<file path="src/rtl/keypad_request_decoder.sv">
// Keypad front end: debounces scanner samples into single key events, builds a
// two-digit floor number from digit keys and queues confirmed floors for the scheduler.
module keypad_request_decoder #(
  parameter int HOLD_CYCLES    = 4,
  parameter int RELEASE_CYCLES = 4,
  parameter int FLOORS         = 16,
  parameter int DEPTH          = 4
) (
  input  logic       clk,
  input  logic       rst,
  input  logic [3:0] buttonBus,
  input  logic       pressed,
  input  logic       req_ready,
  output logic       req_valid,
  output logic [6:0] req_floor,
  output logic       key_evt,
  output logic [3:0] key_code,
  output logic [6:0] entry_value,
  output logic [1:0] digit_count,
  output logic       err
);

  localparam int CNT_MAX = (HOLD_CYCLES > RELEASE_CYCLES) ? HOLD_CYCLES : RELEASE_CYCLES;
  localparam int CNT_W   = $clog2(CNT_MAX + 1);
  localparam int PTR_W   = $clog2(DEPTH);

  localparam logic [CNT_W-1:0] HOLD_LAST = CNT_W'(HOLD_CYCLES - 1);
  localparam logic [CNT_W-1:0] REL_LAST  = CNT_W'(RELEASE_CYCLES);
  localparam logic [PTR_W:0]   FULL_OCC  = (PTR_W + 1)'(DEPTH);

  typedef enum logic [1:0] {
    S_IDLE,
    S_DEBOUNCE,
    S_HELD,
    S_RELEASE
  } state_t;

  state_t           r_state, w_state_next;
  logic [CNT_W-1:0] r_cnt, w_cnt_next;
  logic [3:0]       r_latch, w_latch_next;
  logic             w_accept;

  logic [6:0]       r_entry, w_entry_next;
  logic [1:0]       r_digits, w_digits_next;
  logic             w_push, w_err_next;

  logic [6:0]       r_mem [DEPTH];
  logic [PTR_W-1:0] r_wr_ptr, r_rd_ptr;
  logic [PTR_W:0]   r_occ;
  logic             w_full, w_pop;

  // NOTE: sequential state uses non-blocking assignments so every register samples pre-edge values.
  always_ff @(posedge clk or negedge rst) begin
    if (!rst) begin
      r_state <= S_IDLE;
      r_cnt   <= '0;
      r_latch <= '0;
    end else begin
      r_state <= w_state_next;
      r_cnt   <= w_cnt_next;
      r_latch <= w_latch_next;
    end
  end

  // NOTE: every signal assigned here gets a default first so no latch is inferred.
  always_comb begin
    w_state_next = r_state;
    w_cnt_next   = r_cnt;
    w_latch_next = r_latch;
    unique case (r_state)
      S_IDLE: begin
        if (!pressed) begin
          w_latch_next = buttonBus;
          w_cnt_next   = CNT_W'(1);
          w_state_next = S_DEBOUNCE;
        end
      end
      S_DEBOUNCE: begin
        if (pressed || (buttonBus != r_latch)) begin
          w_cnt_next   = '0;
          w_state_next = S_IDLE;
        end else if (r_cnt == HOLD_LAST) begin
          w_cnt_next   = '0;
          w_state_next = S_HELD;
        end else begin
          w_cnt_next = r_cnt + CNT_W'(1);
        end
      end
      S_HELD: begin
        if (pressed) begin
          w_cnt_next   = CNT_W'(1);
          w_state_next = S_RELEASE;
        end
      end
      S_RELEASE: begin
        // A press seen while releasing is a contact bounce, not a new key.
        if (!pressed) begin
          w_cnt_next   = '0;
          w_state_next = S_HELD;
        end else if (r_cnt == REL_LAST) begin
          w_cnt_next   = '0;
          w_state_next = S_IDLE;
        end else begin
          w_cnt_next = r_cnt + CNT_W'(1);
        end
      end
      default: begin
        w_cnt_next   = '0;
        w_state_next = S_IDLE;
      end
    endcase
  end

  always_comb begin
    w_accept = (r_state == S_DEBOUNCE) && !pressed && (buttonBus == r_latch) &&
               (r_cnt == HOLD_LAST);
  end

  assign w_full    = (r_occ == FULL_OCC);
  assign req_valid = (r_occ != '0);
  assign w_pop     = req_valid && req_ready;
  assign req_floor = req_valid ? r_mem[r_rd_ptr] : 7'd0;

  always_comb begin
    w_entry_next  = r_entry;
    w_digits_next = r_digits;
    w_push        = 1'b0;
    w_err_next    = 1'b0;
    if (w_accept) begin
      if (r_latch <= 4'd9) begin
        if (r_digits < 2'd2) begin
          w_entry_next  = r_entry * 7'd10 + {3'b000, r_latch};
          w_digits_next = r_digits + 2'd1;
        end else begin
          w_err_next = 1'b1;
        end
      end else if (r_latch == 4'hA) begin
        if (r_digits == 2'd0) begin
          w_err_next = 1'b1;
        end else if (r_entry >= 7'(FLOORS)) begin
          w_err_next    = 1'b1;
          w_entry_next  = '0;
          w_digits_next = '0;
        end else if (w_full) begin
          // Full is judged before any same-cycle pop; the entry stays for a retry.
          w_err_next = 1'b1;
        end else begin
          w_push        = 1'b1;
          w_entry_next  = '0;
          w_digits_next = '0;
        end
      end else if (r_latch == 4'hB) begin
        w_entry_next  = '0;
        w_digits_next = '0;
      end else begin
        w_err_next = 1'b1;
      end
    end
  end

  always_ff @(posedge clk or negedge rst) begin
    if (!rst) begin
      r_entry     <= '0;
      r_digits    <= '0;
      key_evt     <= 1'b0;
      key_code    <= '0;
      err         <= 1'b0;
      r_wr_ptr    <= '0;
      r_rd_ptr    <= '0;
      r_occ       <= '0;
    end else begin
      r_entry  <= w_entry_next;
      r_digits <= w_digits_next;
      key_evt  <= w_accept;
      err      <= w_err_next;
      if (w_accept) key_code <= r_latch;
      if (w_push) r_wr_ptr <= r_wr_ptr + PTR_W'(1);
      if (w_pop)  r_rd_ptr <= r_rd_ptr + PTR_W'(1);
      unique case ({w_push, w_pop})
        2'b10:   r_occ <= r_occ + (PTR_W + 1)'(1);
        2'b01:   r_occ <= r_occ - (PTR_W + 1)'(1);
        default: r_occ <= r_occ;
      endcase
    end
  end

  // NOTE: the storage array has no reset; occupancy gates req_floor so stale data never escapes.
  always_ff @(posedge clk) begin
    if (w_push) r_mem[r_wr_ptr] <= r_entry;
  end

  assign entry_value = r_entry;
  assign digit_count = r_digits;

endmodule

</file>
<file path="config.mk">
export PLATFORM = sky130hd
export DESIGN_NAME = keypad_request_decoder
export DESIGN_NICKNAME = d
export VERILOG_FILES = /design/src/rtl/keypad_request_decoder.sv
export SDC_FILE = /design/constraint.sdc
export NUM_CORES = 1
export LEC_CHECK = 0
export BUFFER_PORTS_ARGS = -buffer_cell sky130_fd_sc_hd__buf_2
export CAP_MARGIN = 5
export CELL_PAD_IN_SITES_DETAIL_PLACEMENT = 1
export CELL_PAD_IN_SITES_GLOBAL_PLACEMENT = 1
export CORE_UTILIZATION = 45
export CTS_CLUSTER_SIZE = 24
export DETAILED_ROUTE_END_ITERATION = 16
export PLACE_DENSITY = 0.77
export SLEW_MARGIN = 25
export SYNTH_ARGS = -nofsm -noshare
export SYNTH_HDL_FRONTEND = slang
export SYNTH_SLANG_ARGS = --single-unit
</file>
<file path="constraint.sdc">
create_clock -name clk -period 3.3 [get_ports clk]
set_clock_uncertainty 0.15 [all_clocks]
set_input_delay 0.495 -clock clk [delete_from_list [all_inputs] [get_ports clk]]
set_output_delay 0.495 -clock clk [all_outputs]
set_load 0.02 [all_outputs]
</file>
==> metrics.sh <==
INITIAL_ANTENNA_VIOLATION_COUNT=0
SYNTH.YOSYS.SEQ_AREA_SHARE=0.544
CTS_MADE_BUFFERS=9
FINALCOREUTILIZATION=0.532
MAX_FCLK_GHz=0.373
HOLD_BUFFERS=0
COUNT_OF_FILL_CELLS_ADDED_DURING_FILLER_INSERTION=656
TIMING.CRITICAL_PATH.TO='r_occ[2]$_DFFE_PN0P_'
LEAK_uW=0.00146
YS_ASYNC_SR_FRACTION=0.525
CELL_COUNT_AFTER_SYNTHESIS=226
LAUNCH_INSTANCE_OF_THE_WORST_REGISTER_TO_REGISTER_PATH='r_cnt[0]$_DFFE_PN0P_'
IO_PINS=31
SYNTH-ADDER-AREA-SHARE=0.0918
TOP_LIBRARY_CELLS_BY_USAGE_IN_THE_LAYOUT_FILL_AND_TAPS_ASIDE='sky130_fd_sc_hd__dfrtp_1, sky130_fd_sc_hd__buf_2, sky130_fd_sc_hd__edfxtp_1'
MIN_PERIOD_OVER_PERIOD=0.813
DP_CELLS=325
CPLARGESTDELAYFAMILY='adder cells'
CTS.PATH.MAX_BUFFERS=2
DRIVE_ABOVE_1_SHARE=0.258
SEQUENTIAL_CELL_AREA_MM2=0.00162
FIN_AREA_MM2=0.00338
ANT_NETS=0
HOLD_CLASS='input port to asynchronous set/reset pin'
CRITICAL_PATH.STARTPOINT_TYPE='register'
VIAS_IN_THE_FIRST_GLOBAL_ROUTE=1985
TIMING.CRITICAL_PATH.TO_TYPE='register'
POSTCTSSETUPREPAIRBUFS=0
TIGHTESTPINTRANSITION_PS=751
CP.REQUIRED_PS=3400
CTS.REPAIR.RESIZED=0
DIE_HEIGHT_UM=83.2
COMBINATIONAL_FAMILY_WITH_THE_MOST_AREA_AFTER_SYNTHESIS='multiplexers'
DIE_W_UM=83.2
ANT_DIODES=0
DRT_PRE_ANTENNA_ITERS=4
NUM_VIAS=1807
PATH_CELLS='ha_1 -> ha_1 -> and3_4 -> and3_1 -> inv_1 -> ha_1 -> inv_1 -> fa_1 -> xor2_1 -> nor2_1 -> xor2_1'
DRT-WIRELENGTH-PER-CELL_UM=16.8
HTREE_LEVELS=3
MAXSLEWHEADROOM=0.495
COMMONEST_NON_FILL_NON_TAP_CELL_IN_THE_LAYOUT='sky130_fd_sc_hd__dfrtp_1'
ROUTABILITYCONGESTION=0.757
ROUTED_VIA_DENSITY=5.30
NUMPORTBUFFERS=30
INITIAL_UTILIZATION=0.468
IR_WORST_VDD_mV=0.359
SYNTH_EDF_COUNT=28
PLACE_WS_PS=524
WL_UM=5730
YOSYS.AREA_SHARE.XOR_XNOR=0.0531
NUMBER_OF_REGISTER_BITS_INFERRED_BY_SYNTHESIS=59
FINAL-MAX-SLEW-VIOLATION-COUNT=0
MAXIMUM_NET_FANOUT_ON_THE_CRITICAL_PATH=11
NNETSFINAL=287
FINAL.MIN_CLOCK_PERIOD_PS=2680
RUN_STATUS='completed'
WORSTSETUPSTARTPOINT='r_cnt[0]$_DFFE_PN0P_'
SYNTH_COMPOUND_AREA_FRAC=0.0451
YS.FLOP_TYPE='sky130_fd_sc_hd__dfrtp_1'
POST_SYNTH_NUM_CELL_TYPES=39
MUX_SHARE_OF_POST_SYNTHESIS_CELL_AREA=0.123
FINALHOLDVIOLATIONS=0
CRITICAL_PATH.MOST_COMMON_CELL='sky130_fd_sc_hd__ha_1'
CRITPATHMAXSTAGEDELAY_PS=420
CTS_TREE='done'
MAXCAPVIOLCOUNT=0
MAPPEDNETLISTNETS=254
DESIGN.DIE.AREA_MM2=0.00693
GRT_PASS1_WL_UM=9830
PLACE_AREA_MM2=0.00317
NUM_ROWS=29
GLOBAL_ROUTE.USAGE.TOTAL=0.187
YOSYS.AREA_SHARE.SIMPLE=0.0981
TRITONCTS_NUM_SINKS=59
SETUP_VIOLATIONS=0
DATA_ARRIVAL_TIME_OF_THE_CRITICAL_PATH_PS=2790
MULTI_INPUT_GATE_AREA_MM2=0.00122
SYN-CELL-AREA_MM2=0.00297
DRCVIOLATIONCOUNT=0
FF2FF_PATH_DEPTH=11
CLKLATENCYLATEPIN_PS=330
DRT_FIRST_ITER_VIOLATIONS=64
AREA_DELTA_SYNTH_FINAL_PCT=13.8
REGTOREGENDPOINT='r_occ[2]$_DFFE_PN0P_'
TIMING_WORST_SETUP_PATH_TYPE='register to register'
GLOBALROUTEOVERFLOWTOTAL=0
GRT_SETUP_UNREPAIRED='no'
WORSTSETUPPATHDEPTH=11
CRIT_BUF_INV=2
POWER_PER_CELL_AREA_mW_PER_MM2=597
HPWL_UM=4020
YS.WARNINGS.COUNT=0
SLOWEST_STAGE_CELL_ON_THE_CRITICAL_PATH='sky130_fd_sc_hd__dfrtp_1'
CLKSLEWWORSTSETUPHOLDPATHS_PS=70
SYNTH_AREA_PER_CELL_UM2=13.1
TIMING.REG2REG.SETUP_SLACK_PS=620
SETUP_TNS_PS=0
INSTANCES_NO_FILL=341
CORE-AREA_MM2=0.00635
TIMING.FINAL.WS_SETUP_PS=617
PIN_COUNT_OF_THE_BIGGEST_NET_ENTERING_GLOBAL_ROUTING=32
CLOCK-ROOT-BUFFER='sky130_fd_sc_hd__clkbuf_8'
-- flip-flops by register name, summed over array words and instances, names as in the netlist, 2 cells and up --
| name | count |
|---|---|
| r_cnt | 3 |
| key_code | 4 |
| r_wr_ptr | 2 |
| entry_value | 7 |
| r_state | 2 |
| r_mem | 28 |
| r_latch | 4 |
| digit_count | 2 |
| r_occ | 3 |
| r_rd_ptr | 2 |
-- per-layer routing --
| layer | GRT usage | part of all wire | routed length [um] | vias up |
|---|---|---|---|---|
| met5 | 0 | 0 | 0 | - |
| met4 | 0.0784 | 0.016 | 93 | 0 |
| met3 | 0.0547 | 0.038 | 218 | 8 |
| met2 | 0.320 | 0.51 | 2930 | 39 |
| met1 | 0.221 | 0.44 | 2490 | 909 |
| li1 | - | - | - | 851 |
-- synth_stat cells, drive strengths merged (2+ instances only) --
| library cell | count | area share |
|---|---|---|
| a21oi | 2 | 0.0034 |
| mux2 | 12 | 0.049 |
| and3 | 4 | 0.013 |
| nand2b | 2 | 0.0042 |
| and2 | 13 | 0.027 |
| xnor2 | 10 | 0.029 |
| a21o | 2 | 0.0051 |
| mux2i | 6 | 0.020 |
| clkbuf | 3 | 0.0038 |
| inv | 20 | 0.025 |
| edfxtp | 28 | 0.28 |
| buf | 7 | 0.016 |
| a31oi | 4 | 0.0084 |
| ha | 17 | 0.072 |
| fa | 3 | 0.020 |
| o311a | 2 | 0.0067 |
| o21ai | 5 | 0.0084 |
| xor2 | 8 | 0.024 |
| mux4 | 7 | 0.053 |
| nor3 | 5 | 0.010 |
| nor2 | 9 | 0.011 |
| nand2 | 15 | 0.019 |
| dfrtp | 31 | 0.26 |
| nand3 | 2 | 0.0034 |
-- worst min path at each step --
stage | from | end | slack (ps)
after global routing | rst | entry_value[1]$_DFFE_PN0P_ | 130
after CTS | rst | entry_value[1]$_DFFE_PN0P_ | 90
final | rst | entry_value[1]$_DFFE_PN0P_ | 80
after floorplan | rst | digit_count[0]$_DFFE_PN0P_ | 50
after global placement | key_code[3]$_DFFE_PN0P_ | key_code[3]$_DFFE_PN0P_ | 350
after detailed placement | key_code[1]$_DFFE_PN0P_ | key_code[1]$_DFFE_PN0P_ | 350
-- per-stage QoR --
stage                     hold slack (ps)  total power, uW
after floorplan                      49.4             1220
after global placement                348             1330
after detailed placement              346             1350
after CTS                            85.8             2050
after global routing                  126             2130
final                                80.0             2020
-- power by group --
| part | total, uW | switching (uW) | internal, uW | leakage [uW] |
|---|---|---|---|---|
| registers | 905 | 94.7 | 811 | 0.000608 |
| clock network | 694 | 278 | 416 | 0.000108 |
| logic | 418 | 211 | 207 | 0.000741 |
| total | 2020 | 584 | 1430 | 0.00146 |
-- area by class of cell --
cell class / count / area share
Timing Repair Buffer: 32 / 0.0489
Multi-Input combinational cell: 137 / 0.361
Inverter: 20 / 0.0222
Clock buffer: 9 / 0.0367
Sequential cell: 59 / 0.478
Tap cell: 77 / 0.0285
Clock inverter: 7 / 0.0244
-- kinds of logic after synthesis --
| group | Yosys count |
|---|---|
| compound gates | 20 |
| xor+xnor | 18 |
| fa+ha+maj | 20 |
| buf+inv | 30 |
| flops | 59 |
| mux | 25 |
| simple gates | 54 |
Note: power is estimated with default switching activity, not from simulation.
